[config.mk]
export PLATFORM = sky130hd
export DESIGN_NAME = mux8_rr_scheduler
export DESIGN_NICKNAME = d
export VERILOG_FILES = /design/src/rtl/mux_sched_pkg.sv /design/src/rtl/rr_pick8.sv /design/src/rtl/mux8_rr_scheduler.sv
export SDC_FILE = /design/constraint.sdc
export NUM_CORES = 1
export LEC_CHECK = 0
export ABC_AREA = 1
export CORE_MARGIN = 2
export CORE_UTILIZATION = 33
export DETAILED_ROUTE_END_ITERATION = 7
export PLACE_DENSITY_LB_ADDON = 0.12
export SLEW_MARGIN = 20
export SYNTH_ARGS = -nofsm -noshare
export SYNTH_HDL_FRONTEND = slang
export SYNTH_SLANG_ARGS = --single-unit
[constraint.sdc]
create_clock -name clk -period 6.95 [get_ports clk]
set_clock_uncertainty 0.05 [all_clocks]
set_input_delay 1.0425 -clock clk [delete_from_list [all_inputs] [get_ports clk]]
set_output_delay 1.0425 -clock clk [all_outputs]
set_load 0.01 [all_outputs]
[src/rtl/mux_sched_pkg.sv]
// Shared types and constants for the 8-source round-robin mux scheduler.
package mux_sched_pkg;
  localparam int N_SRC = 8;
  localparam int SEL_W = 3;

  typedef enum logic [1:0] {IDLE, GRANT, GAP} state_t;

  function automatic logic [N_SRC-1:0] onehot(input logic [SEL_W-1:0] idx);
    return N_SRC'(1) << idx;
  endfunction
endpackage

[src/rtl/rr_pick8.sv]
// Combinational circular priority finder: first set bit of (req & mask) scanning from ptr upward with wrap.
module rr_pick8
  import mux_sched_pkg::*;
(
  input  logic [N_SRC-1:0] req,
  input  logic [SEL_W-1:0] ptr,
  input  logic [N_SRC-1:0] mask,
  output logic             any,
  output logic [SEL_W-1:0] idx
);
  logic [N_SRC-1:0] cand;
  logic [N_SRC-1:0] rot;
  logic [SEL_W-1:0] off;

  assign cand = req & mask;

  // rot[0] is the candidate at ptr, rot[1] the one after it, and so on (3-bit index wraps)
  for (genvar gi = 0; gi < N_SRC; gi++) begin : g_rot
    assign rot[gi] = cand[ptr + SEL_W'(gi)];
  end

  always_comb begin
    off = '0;
    for (int i = N_SRC - 1; i >= 0; i--) begin
      if (rot[i]) off = SEL_W'(i);
    end
  end

  assign any = |rot;
  assign idx = ptr + off;
endmodule

[src/rtl/mux8_rr_scheduler.sv]
// Round-robin scheduler owning the select of a shared 8:1 bit mux, with bounded bursts,
// optional turnaround gap, freeze input and a registered copy of the selected data bit.
module mux8_rr_scheduler
  import mux_sched_pkg::*;
#(
  parameter int MAX_BURST = 4,
  parameter bit GAP_EN    = 1'b1
) (
  input  logic             clk,
  input  logic             rst_n,
  input  logic [N_SRC-1:0] req,
  input  logic             hold,
  input  logic [N_SRC-1:0] a,
  output logic [N_SRC-1:0] gnt,
  output logic [SEL_W-1:0] s,
  output logic             vld,
  output logic             y
);
  localparam int CNT_W = (MAX_BURST == 0) ? 3 :
                         (($clog2(MAX_BURST + 1) < 1) ? 1 : $clog2(MAX_BURST + 1));
  localparam logic [CNT_W-1:0] CNT_MAX = (MAX_BURST == 0) ? {CNT_W{1'b1}} : CNT_W'(MAX_BURST);

  state_t           state_reg, state_next;
  logic [SEL_W-1:0] ptr_reg, ptr_next;
  logic [CNT_W-1:0] cnt_reg, cnt_next;
  logic [SEL_W-1:0] s_reg, s_next;
  logic             vld_reg, vld_next;
  logic [N_SRC-1:0] gnt_reg, gnt_next;
  logic             y_reg, y_next;

  logic             pick_any;
  logic [SEL_W-1:0] pick_idx;
  logic [SEL_W-1:0] pick_ptr;
  logic [N_SRC-1:0] pick_mask;
  logic             burst_done;
  logic             release_now;

  // While granting, the picker already looks past the current owner so a back-to-back
  // hand-off uses the advanced pointer in the release cycle itself.
  assign pick_ptr  = (state_reg == GRANT) ? s_reg + SEL_W'(1) : ptr_reg;
  assign pick_mask = (state_reg == GRANT) ? ~onehot(s_reg) : {N_SRC{1'b1}};

  rr_pick8 u_pick (
    .req  (req),
    .ptr  (pick_ptr),
    .mask (pick_mask),
    .any  (pick_any),
    .idx  (pick_idx)
  );

  assign burst_done  = (MAX_BURST != 0) && (cnt_reg == CNT_MAX) && !hold;
  assign release_now = !req[s_reg] || burst_done;

  always_comb begin
    state_next = state_reg;
    ptr_next   = ptr_reg;
    cnt_next   = cnt_reg;
    s_next     = s_reg;
    vld_next   = 1'b0;
    case (state_reg)
      // The gap cycle itself shows no grant; arbitration runs during it so only one idle cycle appears.
      IDLE, GAP: begin
        state_next = IDLE;
        if (!hold && pick_any) begin
          state_next = GRANT;
          s_next     = pick_idx;
          vld_next   = 1'b1;
          cnt_next   = CNT_W'(1);
        end
      end
      GRANT: begin
        if (release_now) begin
          ptr_next   = s_reg + SEL_W'(1);
          state_next = GAP_EN ? GAP : IDLE;
          if (!GAP_EN && !hold && pick_any) begin
            state_next = GRANT;
            s_next     = pick_idx;
            vld_next   = 1'b1;
            cnt_next   = CNT_W'(1);
          end
        end else begin
          vld_next = 1'b1;
          if (!hold && cnt_reg != CNT_MAX) cnt_next = cnt_reg + CNT_W'(1);
        end
      end
      default: state_next = IDLE;
    endcase
    gnt_next = vld_next ? onehot(s_next) : '0;
    y_next   = vld_next & a[s_next];
  end

  always_ff @(posedge clk or negedge rst_n) begin
    if (!rst_n) begin
      state_reg <= IDLE;
      ptr_reg   <= '0;
      cnt_reg   <= '0;
      s_reg     <= '0;
      vld_reg   <= 1'b0;
      gnt_reg   <= '0;
      y_reg     <= 1'b0;
    end else begin
      state_reg <= state_next;
      ptr_reg   <= ptr_next;
      cnt_reg   <= cnt_next;
      s_reg     <= s_next;
      vld_reg   <= vld_next;
      gnt_reg   <= gnt_next;
      y_reg     <= y_next;
    end
  end

  assign gnt = gnt_reg;
  assign s   = s_reg;
  assign vld = vld_reg;
  assign y   = y_reg;
endmodule

# [Word-level counts from Yosys, hierarchy flattened]
# Index checks and enable logic that the tools add are counted.
[totals] ff_bits=21 in_bits=19 output_inout_bits=13 word_cells=95
[op_classes] n_addsub=10 magnitude_cmp=10 eq_ne=8 n_shift=2 muxes=43 bitwise=3 reduce_logical=12
[ops] cell="$mux 3" count=14
[ops] cell="$lt 3x4->1 const B" count=10
[ops] cell="$bmux 1 s3" count=10
[ops] cell="$mux 8" count=2
[ops] cell="$shl 1x3->8 const A" count=2
[ops] cell="$mux 1" count=13
[ops] cell="$add 3x3->3 const B" count=4
[ops] cell="$add 3x1->3 const B" count=3
[ops] cell="$and 8x8->8" count=1
[ops] cell="$not 8->8" count=1
[ops] cell="$reduce_or 8->1" count=1
[ops] cell="$add 3x2->3 const B" count=2
[ops] cell="$ne 2x2->1 const B" count=3
[ops] cell="$pmux 3 s2" count=1
[ops] cell="$pmux 2 s2" count=1
[ops] cell="$reduce_and 4->1" count=1
[ops] cell="$add 3x3->3" count=1
[ops] cell="$eq 3x3->1 const B" count=1
[ops] cell="$logic_and 1x1->1" count=3
[ops] cell="$ne 3x3->1 const B" count=1
[ops] cell="$eq 2x1->1 const B" count=1
[ops] cell="$eq 2x2->1 const B" count=1
[ops] cell="$logic_not 1->1" count=2
[ops] cell="$logic_not 2->1" count=1
[ops] cell="8 further kinds" count=8

# [Logic depth before layout (Yosys ltp)]
[depth] word_depth=20 mapped_depth=25 ltp_nobuf=25

# [Hierarchy]
# A second synthesis with hierarchy kept.
[hier_totals] cells_unflattened=270 hier_area_um2=1888.1
[by_module_without_submodules] module="mux8_rr_scheduler" n_inst=1 cells_per_inst=157 area_per_inst_um2=1237.4 seq_area_each_um2=525.5
[by_module_without_submodules] module="rr_pick8" n_inst=1 cells_per_inst=113 area_per_inst_um2=650.6 seq_area_each_um2=0.0

# [Least setup slack after synthesis]
# No wires, ideal clock.
[synth_path] path_type="reg2reg" start="register s_reg[0], in the netlist s[0]" end="register gnt_reg[3], in the netlist gnt[3]" setup_time_ns=0.072 arrival_time_ns=3.578 required_ns=6.828 path_slack_ns=3.250 stages_incl_launch_ff=24 path_buffers=0 cell_sequence="dfrtp_1 > inv_2 > ha_1 > inv_1 > nand3_1 > nand2_2 > inv_1 > ha_1 > inv_1 > nand3_1 > nand3_1 > nand3_1 > a21boi_0 > o21ai_0 > a21boi_0 > ha_1 > inv_1 > fa_1 > xnor2_1 > xor2_1 > nand2_1 > o21ai_4 > inv_1 > nor2_1"
[synth_via] elab_chain_cells=19 elab_cells_between_ends=51
[synth_lines] item="from (decl)" line_no="mux8_rr_scheduler.sv:26" source="logic [SEL_W-1:0] s_reg, s_next;"
[synth_lines] item="from (signal assigned)" line_no="mux8_rr_scheduler.sv:105" source="s_reg <= s_next;"
[synth_lines] item="parallel branches: the longest is 15 deep, another holds $add 3x1->3"
[synth_lines] item="$mux 3 (*)" line_no="mux8_rr_scheduler.sv:64" source="if (!hold && pick_any) begin"
[synth_lines] item="$mux 3 (*)" line_no="mux8_rr_scheduler.sv:60" source="case (state_reg)"
[synth_lines] item="net s_next[2]" line_no="mux8_rr_scheduler.sv:26"
[synth_lines] item="$shl 1x3->8 (*)" line_no="mux_sched_pkg.sv:9" source="return N_SRC'(1) << idx;"
[synth_lines] item="$mux 8 (*)" line_no="mux8_rr_scheduler.sv:88" source="gnt_next = vld_next ? onehot(s_next) : '0;"
[synth_lines] item="net gnt_next[3]" line_no="mux8_rr_scheduler.sv:28" source="logic [N_SRC-1:0] gnt_reg, gnt_next;"
[synth_lines] item="to (signal assigned)" line_no="mux8_rr_scheduler.sv:107" source="gnt_reg <= gnt_next;"
[synth_lines] item="to (decl)" line_no="mux8_rr_scheduler.sv:28"
# Mark *: on every way through the listed nets, which the timed path passes. The select of a mux whose other input is x is not followed.
# A chain may end at the register's enable or synchronous reset.

# [Final worst setup path]
[layout_path] start="register s_reg[0], in the netlist s[0]" end="register gnt_reg[1], in the netlist gnt[1]"
# The elaborated chain is that of the path after synthesis.

==> flow_summary.yaml <==
route:
  drt-pass1-iter-count: 4
  drc: 0
  vias_per_cell: 4.79
  wl_per_cell_um: 12.1
  drt-total-wl_mm: 4.56
  vias: 1805
  ant_nets: 0
  first_iter_violations: 160
finish:
  antenna_cells: 0
  nNetsFinal: 336
  layout-drive-gt1-share_pct: 8.52
  syn_to_final_growth_pct: 22.6
  num-fill-cells: 586
  largest_reg_flops: 8
job:
  maxCapViolCount: 0
yosys:
  ys_top_cells_by_area: "dfrtp_1, nand2_1, nand3_1"
  synth_cells: 274
  netlist-cell-type-count: 25
  netlist.area_leader.share_pct: 28.9
  synth_edf_count: 0
  async_reset_ff_share_pct: 100
  yosys_warnings: 0
  synth-seq-area-share_pct: 28.9
  syn_nets: 304
  netlist_area_mm2: 0.00182
  synth.avg_cell_area_um2: 6.63
  yosys.area.top_type: "dfrtp_1"
  ys_ff_latch: 21
  synth_flop_cell: "dfrtp_1"
  netlist_top_cells_count: "nand2_1, nand3_1, inv_1"
  synth_most_common_cell: "nand2_1"
min_path:
  min-delay-start: "cnt_reg[2]$_DFFE_PN0P_"
  hold_path.class: "flip-flop to flip-flop"
  hold_path_end: "cnt_reg[2]$_DFFE_PN0P_"
  whs_path_depth: 1
grt:
  gr-total-overflow: 0
  antenna_found_initial: 0
  track_usage_pct: 16.0
  grt_pass1_vias: 1754
  grt_pass1_wl_mm: 7.92
  grt_max_degree: 22
clocking:
  hold_buffers: 0
  insertion_delay_ns: 0.26
  numCtsBuffers: 3
  cts_tree: "yes"
  htreeDepth: 1
  cts_setup_buffers: 0
  cts_buffer_depth: 2
  cts_root_buffer: "clkbuf_8"
  path_clk_slew_ns: 0.08
  cts_resized: 0
  cts_sinks: 21
setup_path:
  r2r-end: "gnt[1]$_DFF_PN0_"
  rr_startpoint: "s[0]$_DFF_PN0_"
  critical_path.endpoint_type: "flip-flop"
  ff2ff_path_depth: 23
  path_class: "flip-flop to flip-flop"
  ff2ff_setup_slack_ns: 2.64
  crit_path_start_kind: "flip-flop"
  arrival_ns: 4.46
  cp.required_ns: 7.10
  crit_fanout: 11
placed_design:
  place.gp.congestion: 0.931
  io_buffers: 31
  dp.final_hpwl_mm: 3.69
floorplan:
  io_pins: 32
  die_h_um: 78.2
  start_util_pct: 33.6
  die_area_mm2: 0.00611
  rows: 27
  die_x_um: 78.2
  core_mm2: 0.00541
sta:
  rsz0062_at_grt: "no"
  fmax_mhz: 232
  setup_violations: 0
  tightest_slew_ns: 0.917
  fin_crit_sh_pct: 62.0
  maxSlewHeadroom_pct: 38.7
  drv_slew: 0
  period_minus_slack_ns: 4.31
  tns_ns: 0
  hold_viol_final: 0
status:
  status: "finished clean"
[worst max-delay path, cell delays in order (launching register included)]
cell and delay (ns):
dfrtp_1 0.57, inv_2 0.14, ha_1 0.31, inv_1 0.07, nand3_1 0.09, nand2_2 0.21
inv_1 0.16, ha_1 0.36, inv_1 0.13, nand3_1 0.11, nand3_1 0.12, nand3_1 0.07
a21boi_0 0.16, o21ai_0 0.09, a21boi_0 0.20, ha_1 0.18, inv_1 0.05, fa_1 0.37
xnor2_1 0.19, xor2_1 0.16, nand2_1 0.11, o21ai_4 0.11, inv_1 0.13, nor2_1 0.12
[stage by stage]
stage / cells / instance area (µm²) / utilization (%) / hold slack [ns] / setup slack [ns]
floorplan: 274 / 1820 / - / 0.383 / 3.25
global placement: 373 / 2180 / 40.3 / 0.399 / 2.78
detailed placement: 373 / 2180 / 40.3 / 0.407 / 2.61
CTS: 377 / 2230 / 41.2 / 0.416 / 2.57
global route: 377 / 2230 / 41.2 / 0.452 / 2.03
finish: 377 / 2230 / 41.2 / 0.412 / 2.64
[how the worst max path moves through the flow]
stage	to	startpoint	slack [ns]
after floorplan	gnt[3]$_DFF_PN0_	s[0]$_DFF_PN0_	3.25
after global placement	y$_DFF_PN0_	s[0]$_DFF_PN0_	2.78
after detailed placement	gnt[1]$_DFF_PN0_	s[0]$_DFF_PN0_	2.61
after CTS	gnt[1]$_DFF_PN0_	s[0]$_DFF_PN0_	2.57
after global routing	gnt[3]$_DFF_PN0_	s[0]$_DFF_PN0_	2.03
final	gnt[1]$_DFF_PN0_	s[0]$_DFF_PN0_	2.64
[kinds of logic (layout without fill, tap and decap cells)]
kind of cell | Yosys count | after routing | share of synthesized area, %
compound gates | 25 | 25 | 8.95
xor+xnor | 2 | 2 | 0.964
fa+ha+maj | 11 | 11 | 7.99
buf+inv | 39 | 70 | 9.37
flops | 21 | 21 | 28.9
simple gates | 176 | 176 | 43.8
[cell type report]
cell class	count	area [µm²]	area share (%)
Clock buffer	3	41.3	1.85
Timing Repair Buffer	31	310	13.9
Sequential cell	21	526	23.6
Multi-Input combinational cell	214	1120	50.3
Tap cell	72	90.1	4.04
Clock inverter	1	7.51	0.337
Inverter	35	131	5.90
[metal layers]
layer  vias to the layer above  track usage, %  part of all wire, %
met5                         -               0                    0
met4                         0            2.81                  1.3
met3                         5            3.68                  7.1
met2                        62            27.0                   46
met1                       796            21.2                   45
li1                        942               -                    -
[cells in the final DEF, fill, tap and decap left out]
cell,synthesis,final
nand3b_1,2,2
o221ai_1,2,2
xnor2_1,1,1
o2111ai_1,1,1
o21ai_0,13,13
o21ai_4,1,1
clkbuf_8,0,3
nor2_1,20,20
a21oi_1,3,3
a21boi_0,2,2
nor2_2,1,1
clkdlybuf4s50_1,0,31
nor2_4,1,1
nand2_2,9,9
ha_1,10,10
nand2_4,4,4
inv_1,31,31
nand2_1,87,87
dfrtp_1,21,21
fa_1,1,1
inv_2,4,4
o21ai_2,2,2
nand3_1,52,52
clkinvlp_4,0,1
o21bai_1,1,1
xor2_1,1,1
Power is not shown: default switching activity piles up to over one toggle a cycle in this logic, so the estimate is an artifact.
